$ cat src/rtl/conv_pkg.sv
// Shared definitions for the rate-1/2, K=4 convolutional code.
// Used by the encoder and by the Viterbi decoder branch-metric units, so both
// ends of the link agree on one polynomial definition.
//   K      : constraint length (state width K-1)
//   G0, G1 : generator polynomials; bit K-1 taps the current input bit
//   conv_sym(w) : 2-bit symbol {g0, g1} for w = {d, sr}
package conv_pkg;

    localparam int K      = 4;
    localparam int SR_W   = K - 1;
    localparam int TAIL_W = $clog2(K);

    localparam logic [K-1:0] G0 = 4'b1101;
    localparam logic [K-1:0] G1 = 4'b1111;

    typedef enum logic [1:0] {IDLE, DATA, TAIL} enc_state_t;

    function automatic logic [1:0] conv_sym(input logic [K-1:0] w);
        return {^(G0 & w), ^(G1 & w)};
    endfunction

endpackage

$ cat src/rtl/conv_enc_core.sv
// Combinational encoder core: symbol and next shift-register state for one
// input bit.
//   d       : input bit being encoded
//   sr      : current state, sr[SR_W-1] is the most recent past input
//   sym     : encoded symbol {g0, g1}
//   sr_next : state after shifting d in
module conv_enc_core
    import conv_pkg::*;
(
    input  logic            d,
    input  logic [SR_W-1:0] sr,
    output logic [1:0]      sym,
    output logic [SR_W-1:0] sr_next
);

    always_comb begin
        sym     = conv_sym({d, sr});
        sr_next = {d, sr[SR_W-1:1]};
    end

endmodule

$ cat src/rtl/conv_encoder.sv
// Framed rate-1/2, K=4 convolutional encoder with zero-tail termination.
// Each accepted input bit yields one registered 2-bit symbol; after the bit
// marked s_last, K-1 tail symbols (encoded zeros) return the state to 0.
//   clk, rst           : clock, asynchronous active-low reset
//   enable             : low aborts the frame (synchronous) and clears state
//   s_valid/s_ready    : input bit handshake, s_data bit, s_last frame end
//   m_valid/m_ready    : output symbol handshake, m_sym {g0,g1}, m_last on
//                        the final tail symbol
//   sym_count          : symbols emitted in the current frame (saturating)
module conv_encoder
    import conv_pkg::*;
#(
    parameter int CNT_W = 16
) (
    input  logic             clk,
    input  logic             rst,
    input  logic             enable,
    input  logic             s_valid,
    output logic             s_ready,
    input  logic             s_data,
    input  logic             s_last,
    output logic             m_valid,
    input  logic             m_ready,
    output logic [1:0]       m_sym,
    output logic             m_last,
    output logic [CNT_W-1:0] sym_count
);

    enc_state_t        state, state_nxt;
    logic [SR_W-1:0]   sr, sr_nxt, sr_enc;
    logic [TAIL_W-1:0] tail_cnt, tail_nxt;
    logic              m_valid_nxt, m_last_nxt;
    logic [1:0]        m_sym_nxt, sym_enc;
    logic [CNT_W-1:0]  count_nxt, count_inc;
    logic              advance, accept, enc_d;

    assign advance   = !m_valid || m_ready;
    // Gated by rst so the port reads 0 while reset is held.
    assign s_ready   = rst && enable && (state != TAIL) && advance;
    assign accept    = s_valid && s_ready;
    assign enc_d     = (state == TAIL) ? 1'b0 : s_data;
    assign count_inc = (sym_count == '1) ? sym_count : sym_count + CNT_W'(1);

    conv_enc_core u_core (
        .d       (enc_d),
        .sr      (sr),
        .sym     (sym_enc),
        .sr_next (sr_enc)
    );

    always_comb begin
        state_nxt   = state;
        sr_nxt      = sr;
        tail_nxt    = tail_cnt;
        m_valid_nxt = m_valid;
        m_sym_nxt   = m_sym;
        m_last_nxt  = m_last;
        count_nxt   = sym_count;

        if (!enable) begin
            // Abort: pending symbol is dropped, count is left for inspection.
            state_nxt   = IDLE;
            sr_nxt      = '0;
            tail_nxt    = '0;
            m_valid_nxt = 1'b0;
            m_last_nxt  = 1'b0;
        end else if (advance) begin
            case (state)
                IDLE, DATA: begin
                    if (accept) begin
                        m_valid_nxt = 1'b1;
                        m_sym_nxt   = sym_enc;
                        m_last_nxt  = 1'b0;
                        sr_nxt      = sr_enc;
                        count_nxt   = (state == IDLE) ? CNT_W'(1) : count_inc;
                        if (s_last) begin
                            state_nxt = TAIL;
                            tail_nxt  = TAIL_W'(K - 1);
                        end else begin
                            state_nxt = DATA;
                        end
                    end else begin
                        m_valid_nxt = 1'b0;
                        m_last_nxt  = 1'b0;
                    end
                end
                TAIL: begin
                    m_valid_nxt = 1'b1;
                    m_sym_nxt   = sym_enc;
                    sr_nxt      = sr_enc;
                    tail_nxt    = tail_cnt - TAIL_W'(1);
                    count_nxt   = count_inc;
                    // Counter reaching zero marks the final tail symbol.
                    m_last_nxt  = (tail_cnt == TAIL_W'(1));
                    if (tail_cnt == TAIL_W'(1)) begin
                        state_nxt = IDLE;
                    end
                end
                default: begin
                    state_nxt = IDLE;
                end
            endcase
        end
    end

    always_ff @(posedge clk or negedge rst) begin
        if (!rst) begin
            state     <= IDLE;
            sr        <= '0;
            tail_cnt  <= '0;
            m_valid   <= 1'b0;
            m_sym     <= '0;
            m_last    <= 1'b0;
            sym_count <= '0;
        end else begin
            state     <= state_nxt;
            sr        <= sr_nxt;
            tail_cnt  <= tail_nxt;
            m_valid   <= m_valid_nxt;
            m_sym     <= m_sym_nxt;
            m_last    <= m_last_nxt;
            sym_count <= count_nxt;
        end
    end

endmodule

$ cat config.mk
export PLATFORM = sky130hd
export DESIGN_NAME = conv_encoder
export DESIGN_NICKNAME = d
export VERILOG_FILES = /design/src/rtl/conv_pkg.sv /design/src/rtl/conv_enc_core.sv /design/src/rtl/conv_encoder.sv
export SDC_FILE = /design/constraint.sdc
export NUM_CORES = 1
export LEC_CHECK = 0
export CORE_MARGIN = 2
export CORE_UTILIZATION = 30
export DETAILED_ROUTE_END_ITERATION = 10
export PLACE_DENSITY_LB_ADDON = 0.15
export SETUP_SLACK_MARGIN = 0.15
export SYNTH_ARGS = -nofsm -noshare
export SYNTH_HDL_FRONTEND = slang
export SYNTH_SLANG_ARGS = --single-unit
$ cat constraint.sdc
create_clock -name clk -period 2.6 [get_ports clk]
set_input_delay 0.26 -clock clk [delete_from_list [all_inputs] [get_ports clk]]
set_output_delay 0.26 -clock clk [all_outputs]
set_load 0.01 [all_outputs]
-- Yosys cells after proc, flatten, opt, wreduce, memory -nomap -nowiden
Index checks and enable logic that the tools add are counted.
- word-level logic and storage cells: 65
- output and inout port bits: 21
- input bits: 7
- bits in registers: 27
- add/sub/neg operators: 2
- mux-type cells: 29
- eq/ne operators: 11
- reductions and logical operators: 16
- operator list (operator ; count):
    $mux W16 ; 3
    $pmux W16 S2 ; 1
    $mux W2 ; 10
    $add A16 B1 Y16 const B ; 1
    $eq A16 B16 Y1 const B ; 1
    $pmux W2 S2 ; 3
    $mux W3 ; 3
    $reduce_and A4 Y1 ; 2
    $reduce_xor A4 Y1 ; 2
    $mux W1 ; 6
    $ne A3 B3 Y1 const B ; 2
    $pmux W3 S2 ; 1
    $reduce_and A3 Y1 ; 2
    $eq A2 B1 Y1 const B ; 2
    $logic_and A1 B1 Y1 ; 4
    $ne A2 B2 Y1 const B ; 2
    $pmux W1 S2 ; 2
    $ne A3 B1 Y1 const B ; 1
    $ne A3 B2 Y1 const B ; 1
    $eq A2 B2 Y1 const B ; 1
    $logic_not A2 Y1 ; 1
    $ne A2 B1 Y1 const B ; 1
    $reduce_and A2 Y1 ; 1
    $reduce_bool A2 Y1 ; 1
    4 further kinds ; 4

-- Depth between registers and ports, before layout
- word-level depth: 8
- depth in mapped cells: 6
- mapped depth without buffers: 6

-- By module
From an unflattened synthesis, not the netlist that was laid out.
- cells, all modules: 174
- area, all modules: 1635.3 um2
- by module, submodules not included (module ; sequential area each (um2) ; cells each ; area each (um2) ; times used):
    conv_encoder ; 675.6 ; 167 ; 1570.3 ; 1
    conv_enc_core ; 0.0 ; 7 ; 65.1 ; 1

-- Worst setup path before layout
Ideal clock, no wire load.
- path kind: register to register
- from: register sym_count[0]
- to: register sym_count[8]
- data arrival time: 1.820 ns
- setup time: 0.078 ns
- required time: 2.522 ns
- cell stages (with the launch flop): 6
- path buffers: 0
- clock period less this slack: 1.898 ns
- path slack: 0.702 ns
- cells stage by stage: dfrtp_1 -> ha_1 -> nand3_1 -> a2111o_1 -> or4_1 -> a21oi_1
- longest elaborated chain between the ends: 5
- ends and longest elaborated chain (item ; RTL line ; text):
    start, declared ; conv_encoder.sv:26 ; output logic [CNT_W-1:0] sym_count
    start signal, assigned ; conv_encoder.sv:122 ; sym_count <= count_nxt;
    $add A16 B1 Y16 / $eq A16 B16 Y1 (equally long branches) ; conv_encoder.sv:42 ; assign count_inc = (sym_count == '1) ? sym_count : sym_count + CNT_W'(1);
    $mux W16 (*) ; conv_encoder.sv:42 ;
    $mux W16 ; conv_encoder.sv:75 ; count_nxt = (state == IDLE) ? CNT_W'(1) : count_inc;
    $mux W16 ; conv_encoder.sv:70 ; if (accept) begin
    $pmux W16 S2 (*) ; conv_encoder.sv:68 ; case (state)
Every way passes the cells marked *; elsewhere a longest branch is shown, timed or not. The select of a mux whose other input is x is not followed.
A chain may end at the register's enable or synchronous reset.

-- Final worst setup path
- from: register state[0]
- to: output s_ready
- longest elaborated chain between the ends: 3
- ends and longest elaborated chain (item ; RTL line ; text):
    start, declared ; conv_encoder.sv:29 ; enc_state_t state, state_nxt;
    start signal, assigned ; conv_encoder.sv:116 ; state <= state_nxt;
    $ne A2 B2 Y1 ; conv_encoder.sv:39 ; assign s_ready = rst && enable && (state != TAIL) && advance;
    $logic_and A1 B1 Y1 (2 in series) ; conv_encoder.sv:39 ;
    end, declared ; conv_encoder.sv:19 ; output logic s_ready,
No other way between the ends.

==> impl_results.md <==
* Ys flop type: dfrtp_1
* Area Growth Syn to Fin at 26.7%
* Hpwl dp at 2870 µm
* Combinational power share at 0.228
* Fillers at 523
* Clock power share at 0.255
* Relative slew slack at 0.588
* Placed cell count at 263
* CTS Sinks at 27
* CTS max path bufs at 2
* Post-synth top area share at 0.430
* RSZ-0062 raised after global routing: false
* Hold Violations, Final at 0
* Footprint of the multi-input gates at 838 µm²
* Worst vdd ir at 230 µV
* Cell count after synthesis at 166
* Total track usage at 0.142
* Switching fraction of total power at 0.289
* Fin. max-slew vios at 0
* I/O Buffers at 27
* Pleak at 0.000780 µW
* Vias in the first global route at 1318
* Worst-margin pin slew at 0.616 ns
* Crit start category: flop
* Die span in y at 76.4 µm
* Clock tree from TritonCTS: yes
* H-tree depth reported by CTS at 1
* Bufs and invs on worst path at 1
* DIE AREA at 5840 µm²
* TNS Setup at 0 ns
* Post-CTS setup buffer count at 0
* Post-CTS sizing at 0
* Initial core utilization at 0.310
* CTS Buf Count at 3
* Worst EP arrival at 1.93 ns
* Total number of vias at 1429
* Yosys reg bits at 27
* Final wirelength at 3990 µm
* FFs w/ async S/R, synth at 1.00
* Period utilization at 0.842
* Final WS setup at 0.411 ns
* Area leader, netlist: dfrtp_1
* Synth Cell Area at 1570 µm²
* Setup-failing EPs final at 0
* Yosys warning count at 0
* Final critical-path required period at 2.19 ns
* Root Buffer: clkbuf_8
* Die width at 76.4 µm
* Synth top area cells: dfrtp_1, a21oi_1, o31ai_1
* EDFF count, synth at 0
* Sequential area share after synthesis at 0.430
* DRC at 0
* Syn nets at 175
* Row cnt at 26
* Hold Path Class: input pin to async pin
* CP top delay family: buffers and inverters
* Largest net degree at the start of global routing at 23
* Status: completed
* Critical Path End Type: output port
* Initial antenna violation count at 0
* Worst skew pair latency at 0.28 ns
* First-pass GRT wire length at 6730 µm
* Routed wire length per instance at 14.9 µm
* Core Footprint at 5070 µm²
* Sequential cell area at 676 µm²
* Gpl congestion at 0.775
* Max Freq at 457 MHz
* Net switching power at 279 µW
* I/O Pins at 28
* Mean Syn Cell Area at 9.47 µm²
* Nets@finish at 207
* Reg clk slew, reported paths at 0.09 ns
* Post-CTS Hold Buffers at 0
* Crit path cell chain: nand2b_1 -> nand2_1 -> nor3_1 -> clkdlybuf4s50_1
* Antenna Cells at 0
* Pre-CTS setup slack at 0.342 ns
* Worst Skew at 0.00664 ns
* Synth unique cells at 46
* Non-Filler Instances at 267
* Crit path kind: flop to output port
* Max FO, Critical Path at 10
* Final core utilization at 0.393
* Power Dens Cells at 485 nW/µm²
* Via-to-Cell Ratio at 5.35
* Layout cells sized above 1 at 0.0812
* Drt first-iter violations at 62
* Crit path required time at 2.34 ns
* ANT nets after route at 0
* Number of max-cap violations at 0
* Grt total ovfl at 0
* Max incr delay on CP at 0.58 ns
* TritonRoute pass-1 iters at 4
* Sequential Power Share at 0.517
* CP max stage cell: clkdlybuf4s50_1
* P_int at 686 µW
==> state kept, by name (all words and copies together), names as in the netlist <==
register and cells:
tail_cnt 2, m_last 1, state 2, m_sym 2, sr 3, sym_count 16, m_valid 1
==> cells in the final DEF, fill, tap and decap left out, types with 2 or more instances in the layout <==
cell type | Yosys | layout
or3_1 | 3 | 3
clkbuf_8 | 0 | 3
clkdlybuf4s50_1 | 0 | 27
buf_4 | 0 | 7
nor2b_1 | 3 | 3
a211oi_1 | 2 | 2
o21ai_0 | 7 | 7
nand2b_1 | 3 | 3
dfrtp_1 | 27 | 27
nand3_1 | 7 | 7
or4_1 | 7 | 7
nor2_1 | 8 | 8
o31ai_1 | 7 | 7
ha_1 | 2 | 2
inv_1 | 6 | 6
a21oi_1 | 16 | 16
nand4_1 | 4 | 4
and4_1 | 4 | 4
mux2i_1 | 5 | 5
nor3_1 | 8 | 8
nand2_1 | 12 | 12
nor4_1 | 4 | 4
==> synthesized netlist by cell type (2+ instances only) <==
master,number
inv_1,6
clkbuf_1,4
ha_1,2
a211oi_1,2
nor3_1,8
and4_1,4
nor4_1,4
buf_2,2
nand4_1,4
or4_1,7
nand2b_1,3
nand2_1,12
a21oi_1,16
dfrtp_1,27
mux2i_1,5
nor2_1,8
nand3_1,7
nor2b_1,3
or3_1,3
o31ai_1,7
o21ai_0,7
==> power by group through the flow <==
stage	registers (µW)	logic [µW]	clock network (µW)
6_report	499	220	246
5_1_grt	507	244	276
4_1_cts	499	224	257
3_5_place_dp	507	223	0
3_3_place_gp	505	222	0
2_1_floorplan	512	98.6	0
==> metrics by stage <==
stage / power (µW) / cell area (µm²) / hold WS, ns
after floorplan: 610 / 1570 / -0.0356
after global routing: 1030 / 1990 / 0.511
after CTS: 980 / 1990 / 0.497
after global placement: 727 / 1950 / 0.483
after detailed placement: 730 / 1950 / 0.490
final: 965 / 1990 / 0.479
==> worst register-to-register path, delay by kind of cell, from the launching register on <==
family                     cells  cell delay (ns)
AOI/OAI and AO/OA              2             0.67
DFF                            1             0.43
and+or+nand+nor                2             0.71
adders and majority gates      1             0.19
==> cell families after synthesis <==
group           count (synthesis)  share of synthesized area
simple gates                   72                      0.272
buf+inv                        13                     0.0374
flops                          27                      0.430
xor+xnor                        3                     0.0255
compound gates                 43                      0.181
mux                             6                     0.0390
fa+ha+maj                       2                     0.0159
==> final cells by class <==
class | count | area share
Clock buffer | 4 | 0.0226
Inverter | 6 | 0.0113
Multi-Input combinational cell | 126 | 0.421
Sequential cell | 27 | 0.339
Tap cell | 70 | 0.0440
Timing Repair Buffer | 34 | 0.162
==> final timing paths <==
check,start,to,slack [ns],cells after the start
setup / recovery,state[0]$_DFFE_PN0P_,s_ready,0.41,4
hold / removal,rst,state[0]$_DFFE_PN0P_,0.48,2
setup reg to reg,sym_count[0]$_DFFE_PN0P_,sym_count[6]$_DFFE_PN0P_,0.54,5
hold reg to reg,m_sym[1]$_DFFE_PN0P_,m_sym[1]$_DFFE_PN0P_,0.52,2
max in group asynchronous,rst,sym_count[4]$_DFFE_PN0P_,1.82,2
min in group clk,m_sym[1]$_DFFE_PN0P_,m_sym[1]$_DFFE_PN0P_,0.52,2
==> per-layer routing <==
metal | GRT usage | vias to the layer above | wire, µm
li1 | - | 706 | -
met1 | 0.192 | 691 | 1940
met2 | 0.232 | 28 | 1870
met3 | 0.0225 | 4 | 133
met4 | 0.0473 | 0 | 44
met5 | 0 | - | 0
(Power assumes the default switching activity.)
